**src/rtl/cachepool_l2_arbiter.sv**
```systemverilog
// Round-robin scheduler from cache-controller refill/writeback ports onto address-interleaved
// L2 channels. Define CACHEPOOL_L2_ARB_STATS_EN for per-channel grant/stall counters.
module cachepool_l2_arbiter #(
    parameter int NumReq         = 4,
    parameter int NumChan        = 2,
    parameter int AddrWidth      = 32,
    parameter int ChanSelBit     = 30,
    parameter int MaxOutstanding = 4,
    localparam int SrcWidth      = (NumReq > 1) ? $clog2(NumReq) : 1
) (
    input  logic                         clk_i,
    input  logic                         rst_ni,
    input  logic [NumReq-1:0]            req_valid_i,
    output logic [NumReq-1:0]            req_ready_o,
    input  logic [NumReq*AddrWidth-1:0]  req_addr_i,
    input  logic [NumReq-1:0]            req_write_i,
    output logic [NumChan-1:0]           chan_req_valid_o,
    input  logic [NumChan-1:0]           chan_req_ready_i,
    output logic [NumChan*AddrWidth-1:0] chan_req_addr_o,
    output logic [NumChan-1:0]           chan_req_write_o,
    output logic [NumChan*SrcWidth-1:0]  chan_req_src_o,
    input  logic [NumChan-1:0]           chan_rsp_valid_i,
    input  logic [NumChan*SrcWidth-1:0]  chan_rsp_src_i,
    output logic [NumChan-1:0]           chan_rsp_ready_o,
    output logic [NumReq-1:0]            rsp_valid_o,
    input  logic [NumReq-1:0]            rsp_ready_i,
    output logic [NumChan*32-1:0]        stat_grant_o,
    output logic [NumChan*32-1:0]        stat_stall_o
);

    localparam int ChanBits = (NumChan > 1) ? $clog2(NumChan) : 1;
    localparam int CntWidth = $clog2(MaxOutstanding + 1);
    localparam logic [CntWidth-1:0] CntMax = CntWidth'(MaxOutstanding);

    logic [CntWidth-1:0]  cnt_reg     [NumReq];
    logic [ChanBits-1:0]  tgt         [NumReq];
    logic [NumReq-1:0]    elig        [NumChan];
    logic [NumChan-1:0]   chan_free;
    logic [NumChan-1:0]   grant_vld;
    logic [SrcWidth-1:0]  grant_idx   [NumChan];
    logic [SrcWidth-1:0]  rr_ptr_reg  [NumChan];
    logic                 vld_reg     [NumChan];
    logic [AddrWidth-1:0] addr_reg    [NumChan];
    logic                 write_reg   [NumChan];
    logic [SrcWidth-1:0]  src_reg     [NumChan];
    logic [NumReq-1:0]    rsp_hs;

    genvar gi;

    // Channel steering follows the DRAM interleave field of each request address.
    generate
        for (gi = 0; gi < NumReq; gi++) begin : g_tgt
            if (NumChan > 1) begin : g_sel
                assign tgt[gi] = req_addr_i[gi*AddrWidth + ChanSelBit +: ChanBits];
            end else begin : g_single
                assign tgt[gi] = '0;
            end
        end
    endgenerate

    always_comb begin
        for (int c = 0; c < NumChan; c++) begin
            for (int i = 0; i < NumReq; i++) begin
                elig[c][i] = req_valid_i[i] && (tgt[i] == ChanBits'(c)) && (cnt_reg[i] < CntMax);
            end
        end
    end

    // Each free channel scans requesters starting at its round-robin pointer.
    always_comb begin
        int idx;
        idx = 0;
        for (int c = 0; c < NumChan; c++) begin
            grant_vld[c] = 1'b0;
            grant_idx[c] = '0;
            if (chan_free[c]) begin
                for (int k = 0; k < NumReq; k++) begin
                    idx = (int'(rr_ptr_reg[c]) + k) % NumReq;
                    if (!grant_vld[c] && elig[c][idx]) begin
                        grant_vld[c] = 1'b1;
                        grant_idx[c] = SrcWidth'(idx);
                    end
                end
            end
        end
    end

    always_comb begin
        req_ready_o = '0;
        for (int c = 0; c < NumChan; c++) begin
            if (grant_vld[c]) begin
                req_ready_o[grant_idx[c]] = 1'b1;
            end
        end
    end

    // Responses: lowest-indexed channel carrying a given src wins; others wait.
    always_comb begin
        logic found;
        rsp_valid_o      = '0;
        chan_rsp_ready_o = '0;
        found            = 1'b0;
        for (int i = 0; i < NumReq; i++) begin
            found = 1'b0;
            for (int c = 0; c < NumChan; c++) begin
                if (!found && chan_rsp_valid_i[c] &&
                    (chan_rsp_src_i[c*SrcWidth +: SrcWidth] == SrcWidth'(i))) begin
                    found               = 1'b1;
                    rsp_valid_o[i]      = 1'b1;
                    chan_rsp_ready_o[c] = rsp_ready_i[i];
                end
            end
        end
    end

    assign rsp_hs = rsp_valid_o & rsp_ready_i;

    generate
        for (gi = 0; gi < NumChan; gi++) begin : g_chan
            assign chan_free[gi] = !vld_reg[gi] || chan_req_ready_i[gi];

            always_ff @(posedge clk_i or negedge rst_ni) begin
                if (!rst_ni) begin
                    vld_reg[gi]    <= 1'b0;
                    addr_reg[gi]   <= '0;
                    write_reg[gi]  <= 1'b0;
                    src_reg[gi]    <= '0;
                    rr_ptr_reg[gi] <= '0;
                end else if (grant_vld[gi]) begin
                    vld_reg[gi]    <= 1'b1;
                    addr_reg[gi]   <= req_addr_i[int'(grant_idx[gi])*AddrWidth +: AddrWidth];
                    write_reg[gi]  <= req_write_i[grant_idx[gi]];
                    src_reg[gi]    <= grant_idx[gi];
                    rr_ptr_reg[gi] <= SrcWidth'((int'(grant_idx[gi]) + 1) % NumReq);
                end else if (chan_req_ready_i[gi]) begin
                    vld_reg[gi]    <= 1'b0;
                end
            end

            assign chan_req_valid_o[gi]                          = vld_reg[gi];
            assign chan_req_addr_o[gi*AddrWidth +: AddrWidth]    = addr_reg[gi];
            assign chan_req_write_o[gi]                          = write_reg[gi];
            assign chan_req_src_o[gi*SrcWidth +: SrcWidth]       = src_reg[gi];
        end
    endgenerate

    // Simultaneous issue and completion leave the count unchanged; stray responses saturate at 0.
    generate
        for (gi = 0; gi < NumReq; gi++) begin : g_cnt
            always_ff @(posedge clk_i or negedge rst_ni) begin
                if (!rst_ni) begin
                    cnt_reg[gi] <= '0;
                end else if (req_ready_o[gi] && !rsp_hs[gi]) begin
                    cnt_reg[gi] <= cnt_reg[gi] + CntWidth'(1);
                end else if (!req_ready_o[gi] && rsp_hs[gi] && (cnt_reg[gi] != '0)) begin
                    cnt_reg[gi] <= cnt_reg[gi] - CntWidth'(1);
                end
            end
        end
    endgenerate

`ifdef CACHEPOOL_L2_ARB_STATS_EN
    logic [31:0] grant_cnt_reg [NumChan];
    logic [31:0] stall_cnt_reg [NumChan];

    generate
        for (gi = 0; gi < NumChan; gi++) begin : g_stats
            always_ff @(posedge clk_i or negedge rst_ni) begin
                if (!rst_ni) begin
                    grant_cnt_reg[gi] <= '0;
                    stall_cnt_reg[gi] <= '0;
                end else begin
                    if (grant_vld[gi]) begin
                        grant_cnt_reg[gi] <= grant_cnt_reg[gi] + 32'd1;
                    end
                    if (vld_reg[gi] && !chan_req_ready_i[gi]) begin
                        stall_cnt_reg[gi] <= stall_cnt_reg[gi] + 32'd1;
                    end
                end
            end
            assign stat_grant_o[gi*32 +: 32] = grant_cnt_reg[gi];
            assign stat_stall_o[gi*32 +: 32] = stall_cnt_reg[gi];
        end
    endgenerate
`else
    assign stat_grant_o = '0;
    assign stat_stall_o = '0;
`endif

endmodule

```
**config.mk**
```make
export PLATFORM = sky130hd
export DESIGN_NAME = cachepool_l2_arbiter
export DESIGN_NICKNAME = d
export VERILOG_FILES = /design/src/rtl/cachepool_l2_arbiter.sv
export SDC_FILE = /design/constraint.sdc
export NUM_CORES = 1
export LEC_CHECK = 0
export CAP_MARGIN = 20
export CORE_AREA = 4 4 138 140
export CTS_CLUSTER_SIZE = 24
export DETAILED_ROUTE_END_ITERATION = 7
export DIE_AREA = 0 0 142 144
export GPL_ROUTABILITY_DRIVEN = 0
export PLACE_DENSITY = 0.83
export SLEW_MARGIN = 20
export SYNTH_ARGS = -nofsm -noshare
export SYNTH_HDL_FRONTEND = slang
export SYNTH_SLANG_ARGS = --single-unit
```
**constraint.sdc**
```tcl
create_clock -name clk_i -period 4.9 [get_ports clk_i]
set_input_delay 0.98 -clock clk_i [delete_from_list [all_inputs] [get_ports clk_i]]
set_output_delay 0.98 -clock clk_i [all_outputs]
set_load 0.05 [all_outputs]
```
==> results.cfg, run 1 <==
[setup_path]
start_kind = primary input
crit_required_ns = 3.92
crit_chain = clkdlybuf4s50_1 > nand3b_1 > a2bb2oi_1 > o221ai_4 > nor2_2 > ha_1 > a32o_1 > buf_12
crit_cells = 8
r2r_setup_slack_ns = 1.35
critPathTopFamily = compound AO/OA/AOI/OAI gates
ff2ff_path_depth = 11
startpoint = req_addr_i[126]
critPathSlowestCell = clkdlybuf4s50_1
crit_buf_inv = 2
critical_path_arrival_ns = 3.40
max_stage_delay_ns = 0.48
critical_path_class = in -> out
critPathMaxFanout = 11
worstReg2RegStart = cnt_reg[2]
cp-end-kind = primary output

[die]
core_region_area_sq_mm = 0.0178
die_h_microns = 144
die_area_sq_mm = 0.0204
io-pin-count = 360
initial_core_util_pct = 38.3
die_x_microns = 142
rows = 49

[clocking]
clk_latency_ns = 0.35
cts_buffers = 9
post_cts_buffers = 0
holdBufCountCts = 0
cts-resized-gates = 0
cts_sinks = 88
tritoncts = built
clkTransAtPathRegs_ns = 0.07
cts_root_buffer = clkbuf_16
h-tree-depth = 3
clk_path_buf_depth = 2

[cells_and_area]
area_delta_synth_final_pct = 35.7
fill_cells = 1659
fin_nets = 1125
drive_gt1_share_pct = 10.1
largest_register_ffs = 64
regArea_sq_mm = 0.00220
fin_util_pct = 51.9
diodes = 0
multiInputGateArea_sq_mm = 0.00397

[routing]
drcViolationCount = 0
vias = 6519
drtAntennaViolNets = 0
viasPerCell = 5.43
drt_wl_total_microns = 22800
drt_pre_antenna_iters = 6
wl_per_cell_microns = 19.0
drtIter0Drc = 366

[min_path]
hp-start = chan_req_addr_o[62]
whs_path_depth = 1
hold_class = reg -> reg

[yosys]
synth_area_sq_mm = 0.00683
ys_seq_area_share_pct = 32.3
synth_seq_cells = 88
synthArstFlopShare_pct = 100
avgSynthCellArea_sq_um = 9.12
synth-edff-count = 0
synth_cells = 748
synth.distinct_cells = 68
synth_ff_type = dfrtp_1
yosys_warnings = 0

[global_routing]
grt_antenna_before_repair = 2
grt_overflow = 0
grt_max_degree = 69
grt_pass1_wl_microns = 33500
grt_pass1_vias = 6080
track_usage_pct = 20.8

[sta]
max_slew_margin_pct = 29.8
min_period_ns = 4.38
max_freq_ghz = 0.228
setup-tns-final_ns = 0
grt_setup_unrepaired = no
finalClockSkew_ns = 0.00714
fin_crit_sh_pct = 89.5
finalSetupViolations = 0
timing_hold_violations_final = 0
drv_slew = 0
worst_pin_slew_ns = 1.05

[power_and_ir_drop]
netSwitchingFraction_pct = 51.9
p_int_mw = 2.86
peakVddDrop_v = 0.000385
leakagePower_nw = 3.99
power.density_mw_per_mm2 = 643
pwr-share-clk_pct = 11.7
p_sw_mw = 3.09
power_frac_seq_pct = 22.8
pwr-share-comb_pct = 65.5

[job]
drv_cap = 0

[placed_design]
port_buffers = 231
dp_hpwl_microns = 16700

[outcome]
run_status = completed
[placed cells by master (no fill, tap or decap), drive strengths merged, types with 17 or more instances in the layout]
cell type,synthesis,layout
mux2i,47,47
conb,1,128
o21ai,34,34
dfrtp,88,88
buf,144,24
a222oi,17,17
o22ai,26,26
nor2,18,18
o221ai,22,22
a31oi,27,27
mux2,43,43
clkdlybuf4s50,0,226
nand2,119,119
[cells in the mapped netlist, drive strengths merged (2+ instances only)]
cell type | number | area, sq um
or4b | 2 | 20.0
nand2 | 119 | 447
or4 | 3 | 22.5
o221ai | 22 | 193
nand3b | 5 | 37.5
and3b | 3 | 26.3
inv | 7 | 26.3
or3b | 4 | 40.0
nor4 | 3 | 18.8
o21a | 5 | 37.5
mux2i | 47 | 470
a21oi | 7 | 38.8
o22ai | 26 | 163
clkbuf | 25 | 93.8
or3 | 13 | 81.3
a222oi | 17 | 170
a21o | 2 | 15.0
nor3b | 5 | 37.5
dfrtp | 88 | 2200
mux2 | 43 | 484
o211ai | 11 | 82.6
o31ai | 5 | 37.5
buf | 144 | 1090
nand3 | 5 | 25.0
nor2 | 18 | 70.1
and3 | 4 | 25.0
fa | 4 | 80.1
o21ai | 34 | 181
nor3 | 4 | 25.0
a211o | 4 | 35.0
nand4b | 4 | 35.0
a31oi | 27 | 169
nor2b | 5 | 31.3
ha | 4 | 50.1
nand2b | 3 | 18.8
a41oi | 3 | 33.8
a32o | 5 | 52.6
and2 | 2 | 12.5
[power by group through the flow]
stage | Clock, mW | Combinational [mW] | Sequential, mW
after floorplan | 0 | 1.74 | 2.31
after global placement | 0 | 3.85 | 1.35
after detailed placement | 0 | 3.91 | 1.36
after CTS | 0.707 | 3.92 | 1.35
after global routing | 0.739 | 4.12 | 1.41
final | 0.695 | 3.90 | 1.36
[per-stage QoR]
| step | hold WS, ns | area [sq um] | worst slack (ns) | total power [mW] | cells |
|---|---|---|---|---|---|
| 3_5_place_dp | 0.453 | 8970 | 0.409 | 5.27 | 1185 |
| 3_3_place_gp | 0.450 | 8970 | 0.532 | 5.20 | 1185 |
| 5_1_grt | 0.477 | 9260 | 0.320 | 6.27 | 1200 |
| 2_1_floorplan | 0.537 | 7300 | 0.882 | 4.05 | 875 |
| 4_1_cts | 0.472 | 9260 | 0.508 | 5.98 | 1200 |
| 6_report | 0.473 | 9260 | 0.516 | 5.96 | 1200 |
[logic make-up after synthesis]
logic type	Yosys count	share of synthesized area [%]
other	1	0.0549
adder cells (fa/ha/maj)	8	1.91
multiplexers	91	14.3
AND/OR/NAND/NOR	207	14.9
buffers and inverters	176	17.7
AO/OA/AOI/OAI	177	18.9
flip-flops	88	32.3
[cell type report]
| type | count | share of cell area (%) |
|---|---|---|
| multi-input cells | 611 | 42.8 |
| repair buffers | 250 | 26.9 |
| flip-flops and latches | 88 | 23.8 |
| well taps | 229 | 3.09 |
| clock buffers | 10 | 2.47 |
| clock inverters | 5 | 0.635 |
| inverters | 7 | 0.284 |
[worst register-to-register path: cells and delay by family, from the launching register on]
family          cells  cell delay, ns
compound gates      5            1.44
simple gates        3            0.75
fa+ha+maj           2            0.71
flops               1            0.44
mux                 1            0.09
[path summary, 6_finish.rpt]
kind,endpoint
setup / recovery,req_ready_o[3]
hold reg to reg,chan_req_addr_o[62]
min in group asynchronous,chan_req_addr_o[55]
setup reg to reg,cnt_reg[1]
hold / removal,chan_req_addr_o[62]
max in group asynchronous,cnt_reg[8]
[routing by layer]
layer / part of all wire, % / up-vias / GRT usage, %
li1: - / 2947 / -
met1: 39 / 3170 / 26.0
met2: 48 / 358 / 34.9
met3: 9.9 / 40 / 5.03
met4: 2.6 / 4 / 7.88
met5: 0.12 / - / 0
No activity file was read; power rests on OpenSTA's default activity.
==> run 2: changes to the inputs <==
Settings changed: CORE_AREA 4 4 138 140 to unset, CORE_MARGIN set to 4, CORE_UTILIZATION set to 37, DIE_AREA 0 0 142 144 to unset, PLACE_DENSITY 0.83 to 0.84.
Clock period 4.9 ns to 3.71 ns, I/O delays scaled along.
==> results.cfg, run 2 (synthesis gave the netlist of run 1 again) <==
[outcome]
run_status = completed

[sta]
drv_slew = 0
finalSetupViolations = 0
worst_pin_slew_ns = 1.07
setup-tns-final_ns = 0
fin_crit_sh_pct = 98.3
timing_hold_violations_final = 0
finalClockSkew_ns = 0.00904
max_slew_margin_pct = 28.1
grt_setup_unrepaired = no
min_period_ns = 3.65
max_freq_ghz = 0.274

[placed_design]
port_buffers = 231
dp_hpwl_microns = 17300
placed_area_sq_mm = 0.00913

[cells_and_area]
area_delta_synth_final_pct = 39.2
finalInstanceArea_sq_mm = 0.00950
fin_nets = 1147
fill_cells = 1626
drive_gt1_share_pct = 12.5
largest_register_ffs = 64
layout_common_cells = clkdlybuf4s50_1 (223), conb_1 (128), nand2_1 (118), dfrtp_1 (88), mux2i_1 (47)
final_common_cell = clkdlybuf4s50_1

[die]
die_h_microns = 144
core_region_area_sq_mm = 0.0180
initial_core_util_pct = 37.9
die_x_microns = 144
die_area_sq_mm = 0.0207
io-pin-count = 360
rows = 49

[setup_path]
ff2ff_path_depth = 12
cp-end-kind = primary output
max_stage_delay_ns = 0.52
crit_buf_inv = 2
critPathMaxFanout = 4
worstReg2RegStart = cnt_reg[11]
critPathSlowestCell = or3_2
critical_path_class = in -> out
r2r_setup_slack_ns = 0.65
critPathTopFamily = simple AND/OR/NAND/NOR gates
crit_required_ns = 2.97
r2r_end = cnt_reg[1]
critical_path_arrival_ns = 2.91
crit_chain = clkdlybuf4s50_1 > or3b_2 > o21a_1 > or3_2 > a32o_2 > buf_12
start_kind = primary input

[routing]
highest_layer = met5
dr_wl_met2_microns = 11700
drt_pre_antenna_iters = 7
drtIter0Drc = 449
drcViolationCount = 0
drt_wl_total_microns = 23600
drtAntennaViolNets = 0
wl_per_cell_microns = 19.3
drt-met1-wl_microns = 8890
viasPerCell = 5.37
wl_met3_microns = 2460
vias = 6573

[global_routing]
grt_pass1_vias = 6357
grt_max_degree = 79
grt_antenna_before_repair = 2
grt_overflow = 0
grt_pass1_wl_microns = 34900
track_usage_pct = 21.5

[clocking]
tritoncts = built
cts_sinks = 88
clk_path_buf_depth = 2
holdBufCountCts = 0
cts_root_buffer = clkbuf_16
clkTransAtPathRegs_ns = 0.07
cts_buffers = 9
h-tree-depth = 3
clk_latency_ns = 0.34

[power_and_ir_drop]
peakVddDrop_v = 0.000534
power.density_mw_per_mm2 = 853
leakagePower_nw = 4.14

[job]
drv_cap = 0

[min_path]
hold_class = in -> async
==> run 2: changes by cell type in the layout (fill, tap and decap cells not counted), sizes merged <==
cell	before	now
clkdlybuf4s50	226	223
dlymetal6s2s	0	2
bufinv	1	2
buf	24	47
diode	0	1
clkinv	2	0
clkbuf	10	9
inv	7	9
==> run 2: how the worst max path moves through the flow <==
stage / startpoint / end / slack, ns / cells past startpoint
after global placement: req_addr_i[94] / cnt_reg[11] / 0.008 / 12
after global routing: req_addr_i[94] / req_ready_o[2] / 0.01 / 12
after floorplan: req_addr_i[126] / cnt_reg[1] / 0.02 / 13
after CTS: req_addr_i[94] / req_ready_o[2] / 0.04 / 12
final: req_valid_i[3] / req_ready_o[0] / 0.06 / 6
after detailed placement: req_addr_i[94] / cnt_reg[11] / -0.13 / 12
==> run 2: power by group <==
group / total [mW] / internal, mW / switching (mW)
clock network: 1.01 / 0.592 / 0.414
registers: 1.82 / 1.43 / 0.388
logic: 5.29 / 1.92 / 3.36
==> run 2: per-stage QoR <==
stage	worst slack, ns	utilization, %	power, mW	cells	hold WS, ns
6_report	0.0618	52.7	8.11	1223	0.440
4_1_cts	0.0396	52.5	8.11	1221	0.482
2_1_floorplan	0.0177	-	5.35	875	0.446
3_3_place_gp	0.00799	50.7	6.97	1205	0.448
3_5_place_dp	-0.128	50.7	7.08	1205	0.465
5_1_grt	0.0127	52.7	8.54	1223	0.491
==> run 2: timing repair <==
| action | CTS | global route |
|---|---|---|
| endpoints found under the setup margin | 1 | 4 |
| endpoints found under the hold margin | 0 | 0 |
| buffers inserted | 1 | 1 |
| resized for setup | 1 | 6 |
| pin swaps | 1 | 3 |
==> run 2: cell type report <==
| cell class | count | area, sq um | area share, % |
|---|---|---|---|
| diodes | 1 | 2.50 | 0.0263 |
| clock buffers | 9 | 225 | 2.37 |
| clock inverters | 6 | 92.6 | 0.974 |
| inverters | 7 | 26.3 | 0.277 |
| multi-input cells | 611 | 3990 | 42.0 |
| flip-flops and latches | 88 | 2200 | 23.2 |
| well taps | 229 | 287 | 3.02 |
| repair buffers | 272 | 2680 | 28.2 |
==> run 2: metal layers <==
layer	vias up	global-route usage (%)
met2	374	36.9
met5	-	0
met1	3153	26.1
met3	47	5.19
li1	2997	-
met4	2	8.18
==> run 2: worst reg2reg max path: cells and delay by family (launching register included) <==
| family | cells | cell delay [ns] |
|---|---|---|
| AO/OA/AOI/OAI | 4 | 0.86 |
| adder cells (fa/ha/maj) | 2 | 0.67 |
| buffers and inverters | 1 | 0.18 |
| flip-flops | 1 | 0.51 |
| multiplexers | 1 | 0.12 |
| AND/OR/NAND/NOR | 4 | 0.60 |
==> run 3: changes to the inputs <==
Settings changed: CORE_AREA set to 4 4 138 140, CORE_MARGIN 4 to unset, CORE_UTILIZATION 37 to unset, DIE_AREA set to 0 0 142 144, PLACE_DENSITY 0.84 to 0.83, SLEW_MARGIN 20 to 5.
Clock period 3.71 ns to 4.1 ns, I/O delays scaled along.
==> results.cfg, run 3 (synthesis gave the netlist of run 1 again) <==
[global_routing]
grt_max_degree = 53
grt_pass1_wl_microns = 34700
grtUsageMet2_pct = 35.7
grt_pass1_vias = 6211
grt_util_met3_pct = 5.42
busiest_layer = met2
track_usage_pct = 21.4
grt_overflow = 0
grt_antenna_before_repair = 2
met1_usage_pct = 27.4

[die]
io-pin-count = 360
core_region_area_sq_mm = 0.0178
die_area_sq_mm = 0.0204
die_x_microns = 142
die_h_microns = 144
rows = 49
initial_core_util_pct = 38.3

[power_and_ir_drop]
peakVddDrop_v = 0.000568
netSwitchingFraction_pct = 51.8
power.density_mw_per_mm2 = 773
leakagePower_nw = 4.06
pwr-share-comb_pct = 65.3
power_frac_seq_pct = 22.4
p_sw_mw = 3.75
p_int_mw = 3.48
pwr-share-clk_pct = 12.3
finalPower_mw = 7.23

[setup_path]
critical_path_arrival_ns = 3.12
crit_chain = clkdlybuf4s50_1 > nor3b_1 > nor3_1 > or3_2 > a32o_2 > buf_12
r2r_setup_slack_ns = 0.83
worstReg2RegStart = cnt_reg[5]
critPathSlowestCell = nor3b_1
critPathMaxFanout = 4
r2r_end = cnt_reg[5]
ff2ff_path_depth = 12
critical_path_class = in -> out
cp-end-kind = primary output
crit_required_ns = 3.28
max_stage_delay_ns = 0.60
start_kind = primary input

[sta]
drv_slew = 0
min_period_ns = 3.94
setup-tns-final_ns = 0
max_freq_ghz = 0.254
finalClockSkew_ns = 0.0136
max_slew_margin_pct = 24.3
grt_setup_unrepaired = no
finalSetupViolations = 0
worst_pin_slew_ns = 1.13
fin_crit_sh_pct = 96.2
timing_hold_violations_final = 0

[outcome]
run_status = completed

[cells_and_area]
diodes = 0
largest_register_ffs = 64
layout_common_cells = clkdlybuf4s50_1 (225), conb_1 (128), nand2_1 (119), dfrtp_1 (88), mux2i_1 (47)
area_delta_synth_final_pct = 37.1
fin_nets = 1133
final_common_cell = clkdlybuf4s50_1
drive_gt1_share_pct = 11.1

[clocking]
tritoncts = built
h-tree-depth = 3
cts_root_buffer = clkbuf_16
clk_path_buf_depth = 2
clk_latency_ns = 0.35
clkTransAtPathRegs_ns = 0.08
cts_sinks = 88
holdBufCountCts = 0
post_cts_buffers = 0
cts_buffers = 9
cts-resized-gates = 0

[routing]
wl_per_cell_microns = 19.3
viasPerCell = 5.40
drt_wl_total_microns = 23300
drtAntennaViolNets = 0
vias = 6533
drtIter0Drc = 442
drcViolationCount = 0
drt_pre_antenna_iters = 6

[placed_design]
port_buffers = 231
dp_hpwl_microns = 17200

[job]
drv_cap = 0

[min_path]
hold_class = in -> async
==> run 3: layout make-up <==
class | count | area (sq um)
flip-flops and latches | 88 | 2200
well taps | 229 | 287
multi-input cells | 611 | 3970
clock inverters | 6 | 75.1
inverters | 7 | 26.3
fillers | 1628 | 8480
clock buffers | 10 | 239
repair buffers | 258 | 2560
==> run 3: power groups by stage <==
stage | Sequential [mW] | Combinational (mW) | Clock, mW
after CTS | 1.62 | 4.73 | 0.907
after global placement | 1.62 | 4.65 | 0
final | 1.62 | 4.72 | 0.887
after global routing | 1.69 | 4.97 | 0.938
after floorplan | 2.76 | 2.08 | 0
after detailed placement | 1.63 | 4.72 | 0
==> run 3: worst max-delay path by stage <==
stage | cells after the start | from | slack, ns | end
final | 6 | req_valid_i[1] | 0.16 | req_ready_o[0]
after CTS | 6 | req_valid_i[1] | 0.17 | req_ready_o[0]
after floorplan | 13 | req_addr_i[94] | 0.24 | cnt_reg[5]
after global routing | 9 | req_addr_i[94] | 0.02 | req_ready_o[0]
after global placement | 13 | req_addr_i[94] | 0.15 | cnt_reg[5]
after detailed placement | 13 | req_addr_i[94] | 0.07 | cnt_reg[5]
==> run 3: per-layer routing <==
metal,share of wire [%],wire length (microns)
met1,40,9230
met2,49,11300
met3,9.5,2220
met4,2.1,486
met5,0.099,23
==> run 3: stage by stage <==
step | cell area (sq um) | hold slack (ns) | instances | utilization (%) | setup slack, ns
4_1_cts | 9360 | 0.478 | 1209 | 52.5 | 0.167
5_1_grt | 9360 | 0.490 | 1209 | 52.5 | 0.0243
6_report | 9360 | 0.460 | 1209 | 52.5 | 0.157
3_3_place_gp | 9040 | 0.450 | 1193 | 50.7 | 0.152
2_1_floorplan | 7300 | 0.524 | 875 | - | 0.242
3_5_place_dp | 9040 | 0.462 | 1193 | 50.7 | 0.0701
==> run 3: worst max-delay path, delay by kind of cell <==
kind            cells  cell delay [ns]
compound gates      1             0.32
buf+inv             2             0.67
simple gates        3             1.31
